## config.mk

```make
export PLATFORM = sky130hd
export DESIGN_NAME = fifo_joiner2
export DESIGN_NICKNAME = d
export VERILOG_FILES = /design/src/rtl/fifo_joiner2_pkg.sv /design/src/rtl/fifo_slot.sv /design/src/rtl/fifo_joiner2.sv
export SDC_FILE = /design/constraint.sdc
export NUM_CORES = 1
export LEC_CHECK = 0
export CORE_UTILIZATION = 38
export CTS_BUF_LIST = sky130_fd_sc_hd__clkbuf_4 sky130_fd_sc_hd__clkbuf_8 sky130_fd_sc_hd__clkbuf_16
export CTS_CLUSTER_DIAMETER = 60
export DETAILED_ROUTE_END_ITERATION = 7
export GPL_TIMING_DRIVEN = 0
export PLACE_DENSITY_LB_ADDON = 0.2
export RECOVER_POWER = 100
export SETUP_SLACK_MARGIN = 0.5
export SLEW_MARGIN = 20
export SYNTH_ARGS = -nofsm -noshare
export SYNTH_HDL_FRONTEND = slang
export SYNTH_SLANG_ARGS = --single-unit
```

## constraint.sdc

```tcl
create_clock -name clk -period 3.15 [get_ports clk]
set_input_delay 0.4725 -clock clk [delete_from_list [all_inputs] [get_ports clk]]
set_output_delay 0.4725 -clock clk [all_outputs]
set_load 0.05 [all_outputs]
```

## src/rtl/fifo_joiner2_pkg.sv

```systemverilog
// fifo_joiner2_pkg: stream width shared by the joiner/splitter pair
package fifo_joiner2_pkg;
    localparam int STREAM_WIDTH = 32;
endpackage

```

## src/rtl/fifo_slot.sv

```systemverilog
// fifo_slot: one-entry holding register with full flag; take empties it
// Ports: clk, rst (async, active-low); data_in/in_valid/in_ready = upstream
// stream; take = slot contents consumed this edge; full/data = held token.
module fifo_slot
    import fifo_joiner2_pkg::*;
#(
    parameter int DATA_WIDTH = STREAM_WIDTH
) (
    input  logic                  clk,
    input  logic                  rst,
    input  logic [DATA_WIDTH-1:0] data_in,
    input  logic                  in_valid,
    output logic                  in_ready,
    input  logic                  take,
    output logic                  full,
    output logic [DATA_WIDTH-1:0] data
);
    logic capture;
    // a slot being taken can refill on the same edge
    assign in_ready = rst & (~full | take);
    assign capture  = in_valid & in_ready;
    always_ff @(posedge clk or negedge rst) begin
        if (!rst) begin
            full <= 1'b0;
            data <= '0;
        end else if (capture) begin
            full <= 1'b1;
            data <= data_in;
        end else if (take) begin
            full <= 1'b0;
        end
    end
endmodule

```

## src/rtl/fifo_joiner2.sv

```systemverilog
// fifo_joiner2: pairs one token from each of two streams into one output beat
// Ports: clk, rst (async, active-low); data_in1/2 + valid/ready = input
// streams; data_out = {data1, data2} with data_out_valid/data_out_ready.
// Input readies depend combinationally on data_out_ready.
module fifo_joiner2
    import fifo_joiner2_pkg::*;
#(
    parameter int DATA1_WIDTH = STREAM_WIDTH,
    parameter int DATA2_WIDTH = STREAM_WIDTH
) (
    input  logic                             clk,
    input  logic                             rst,
    input  logic [DATA1_WIDTH-1:0]           data_in1,
    input  logic                             data_in1_valid,
    output logic                             data_in1_ready,
    input  logic [DATA2_WIDTH-1:0]           data_in2,
    input  logic                             data_in2_valid,
    output logic                             data_in2_ready,
    output logic [DATA1_WIDTH+DATA2_WIDTH-1:0] data_out,
    output logic                             data_out_valid,
    input  logic                             data_out_ready
);
    logic                   full1, full2, move;
    logic [DATA1_WIDTH-1:0] buf1;
    logic [DATA2_WIDTH-1:0] buf2;
    assign move = full1 & full2 & (~data_out_valid | data_out_ready);
    fifo_slot #(.DATA_WIDTH(DATA1_WIDTH)) u_slot1 (
        .clk      (clk),
        .rst      (rst),
        .data_in  (data_in1),
        .in_valid (data_in1_valid),
        .in_ready (data_in1_ready),
        .take     (move),
        .full     (full1),
        .data     (buf1)
    );
    fifo_slot #(.DATA_WIDTH(DATA2_WIDTH)) u_slot2 (
        .clk      (clk),
        .rst      (rst),
        .data_in  (data_in2),
        .in_valid (data_in2_valid),
        .in_ready (data_in2_ready),
        .take     (move),
        .full     (full2),
        .data     (buf2)
    );
    always_ff @(posedge clk or negedge rst) begin
        if (!rst) begin
            data_out       <= '0;
            data_out_valid <= 1'b0;
        end else if (move) begin
            data_out       <= {buf1, buf2};
            data_out_valid <= 1'b1;
        end else if (data_out_ready) begin
            data_out_valid <= 1'b0;
        end
    end
endmodule

```

==> results.yml <==
route:
  final_antenna_net_count: 0
  drt_iter0_markers: 104
  vias_per_cell: 4.67
  drcViolationCount: 0
  wl_um: 9760
  detailroute.via_count: 2939
  drtPass1Iterations: 2
  routedWlPerCell_um: 15.5
layout:
  num-nets-final: 514
  fill_cells: 1066
  layout-drive-gt1-share_pct: 36.9
  layout.core_utilization_pct: 56.0
  area_growth_syn_to_layout_pct: 43.2
  final_cell_area_um2: 7070
  finalNonFillerCells: 630
  diodes: 0
synthesis:
  ys_dominant_reg_cell: "dfrtp_1"
  synth_top_area_share_pct: 66.4
  post_synth_inst_count: 288
  synth_edf_count: 0
  yosys.area_share.simple_pct: 0.786
  yosys.cell_count.top_type: "dfrtp_1"
  synthesis.yosys.warnings: 0
  ys_top_cells_by_area: "dfrtp_1 66%, mux2_2 29%, buf_6 1.4%, a311oi_2 0.61%, buf_2 0.41%"
  post_synth_xor_xnor_area_pct: 0
  postSynthNetCount: 357
  compound_cell_area_share_of_the_yosys_netlist_pct: 1.37
  post_synth_num_cell_types: 15
  synthMuxAreaShare_pct: 29.2
  main_combinational_cell_family_by_area_after_synthesis: "multiplexers"
  synthArstFlopShare_pct: 100
  synth.cells.most_frequent: "131 x dfrtp_1, 128 x mux2_2, 6 x buf_6"
  post_synthesis_cell_area_um2: 4940
  synth.avg_cell_area_um2: 17.1
  synth_top_area_cell: "dfrtp_1"
  synth.ff_latch_count: 131
  synth_sequential_area_ratio_pct: 66.4
  post_synth_fa_ha_maj_area_fraction_pct: 0
global_routing:
  globalRoute.totalOverflow: 0
  grt_antenna_before_repair: 0
  grt_first_pass_wirelength_um: 15800
  track_usage_pct: 15.9
  first_global_vias: 3145
  grt_start_max_net_pins: 80
timing:
  max_clock_freq_mhz: 357
  final_min_period_over_clock_period_pct: 88.8
  slew_headroom_pct: -23.8
  fin_crit_ns: 2.80
  finalClockSkew_ns: 0.00407
  setup-tns-final_ns: 0
  rsz0062_at_grt: "yes"
  final_report_setup_violation_count: 0
  finalMaxSlewViolations: 37
  setup_slack_ns: 0.352
  finalHoldWorstSlack_ns: 0.240
  max_slew.worst_pin.slew_ns: 1.86
  timing.final.hold_violations: 0
power:
  p_leak_nw: 3.00
  cellPowerDensity_nw_per_um2: 1240
  fin_total_pwr_mw: 8.74
  irDropWorstVdd_uv: 525
critical_path:
  path_cells: "dlygate4sd3_1, nand2b_1, nand3_1, clkbuf_2, a21boi_0, clkdlybuf4s25_1"
  worstPathRequired_ns: 2.68
  worstPathArrival_ns: 2.33
  cpMaxStageDelayCell: "clkdlybuf4s25_1"
  timing.critical_path.fanout_max: 10
  critical_path.startpoint: "data_out_ready"
  timing.setup.critical_path_class: "in2out"
  r2r_end: "u_slot2.data[22]"
  worst_setup_path_end_kind: "output pin"
  cp_top_family: "buffers and inverters"
  reg2reg_from: "u_slot2.full"
  cp.buffers_inverters: 3
  reg2reg_setup_slack_ns: 0.76
  worstSetupStartpointType: "primary input"
  slowest_delay_ns: 0.63
  depth_of_the_worst_register_to_register_path: 4
place:
  gp_congestion: 0.676
  dp_slack_ns: 0.131
  dp.cells: 596
  placedInstanceArea_um2: 6540
  port-buffer-count: 135
  detailedPlacementHpwl_um: 6750
floorplanning:
  die-area_um2: 13400
  io_pins: 136
  fp.dieH_um: 116
  die_width_um: 116
  start_util_pct: 39.1
  row_count: 41
  core_region_area_um2: 12600
clock_tree:
  clkLatencyLatePin_ns: 0.41
  tritoncts: "done"
  cts_buffer_depth: 2
  clock-root-buffer: "clkbuf_16"
  path_clk_slew_ns: 0.05
  cts_num_sinks: 131
  post_cts_buffers: 0
  cts_htree_levels: 4
  tritoncts.num_buffers: 17
job:
  timing.max_cap.violations: 1
run_status:
  status: "finished, violations left"
  violated_checks: "max-capacitance violations, max-slew violations"
min_path:
  timing.hold.worst.class: "in2async"
==> logic make-up (layout without fill, tap and decap cells) <==
| family | Yosys count | in the layout |
|---|---|---|
| AOI/OAI and AO/OA | 7 | 7 |
| buffers and inverters | 14 | 184 |
| DFF | 131 | 131 |
| muxes | 128 | 128 |
| and+or+nand+nor | 8 | 8 |
==> flip-flops by register name (all words and copies together) (netlist names) <==
name and cells:
data_out 64, data_out_valid 1, u_slot1.data 32, u_slot1.full 1, u_slot2.data 32, u_slot2.full 1
==> where the power goes <==
group | internal (mW) | total, mW | switching (mW)
Combinational | 1.60 | 3.92 | 2.32
Clock | 1.20 | 1.86 | 0.654
Sequential | 2.56 | 2.97 | 0.402
Total | 5.37 | 8.74 | 3.37
==> repair_timing <==
action,in CTS,in global routing
hold buffers,2,0
cloned,0,0
endpoints found under the setup margin,2,2
resized for setup,4,3
endpoints found under the hold margin,36,0
==> worst register-to-register path: stages, from the launching register on <==
cell      delay, ns
dfrtp_1        0.44
nor2b_1        0.16
a311oi_1       1.03
buf_6          0.28
mux2_2         0.36
==> cells in the final DEF (no fill, tap or decap), drive strengths merged <==
master and count:
dlygate4sd3 66, buf 7, a21oi 1, inv 1, bufinv 1, nand2b 1, nor2b 2, clkdlybuf4s50 66
nand2 4, nand3 1, a311oi 2, a21boi 2, clkinv 4, clkbuf 38, mux2 128, a21o 2
dfrtp 131, clkdlybuf4s25 1
==> area by class of cell <==
cell class / instances / area (um^2) / area share, %
sequential: 131 / 3280 / 46.4
multi-input combinational: 143 / 1540 / 21.7
timing repair buffer: 138 / 1370 / 19.4
clock buffer: 27 / 519 / 7.34
tap: 172 / 215 / 3.04
buffer: 13 / 95.1 / 1.34
clock inverter: 5 / 50.0 / 0.708
inverter: 1 / 3.75 / 0.0531
==> worst max path at each step <==
stage                       endpoint  cells past startpoint  slack (ns)
CTS                   data_in1_ready                      6        0.49
finish                data_in1_ready                      6        0.35
global placement    u_slot2.data[29]                      5       -3.98
global route          data_in1_ready                      6        0.26
detailed placement    data_in1_ready                      6        0.13
floorplan             data_in1_ready                      4        0.43
==> routing by layer <==
metal	wire length, um	global-route usage (%)	vias up
met3	792	6.85	12
li1	-	-	1338
met5	0	0	-
met1	4180	19.1	1500
met4	184	7.69	0
met2	4610	24.6	89
(Power assumes the default switching activity.)
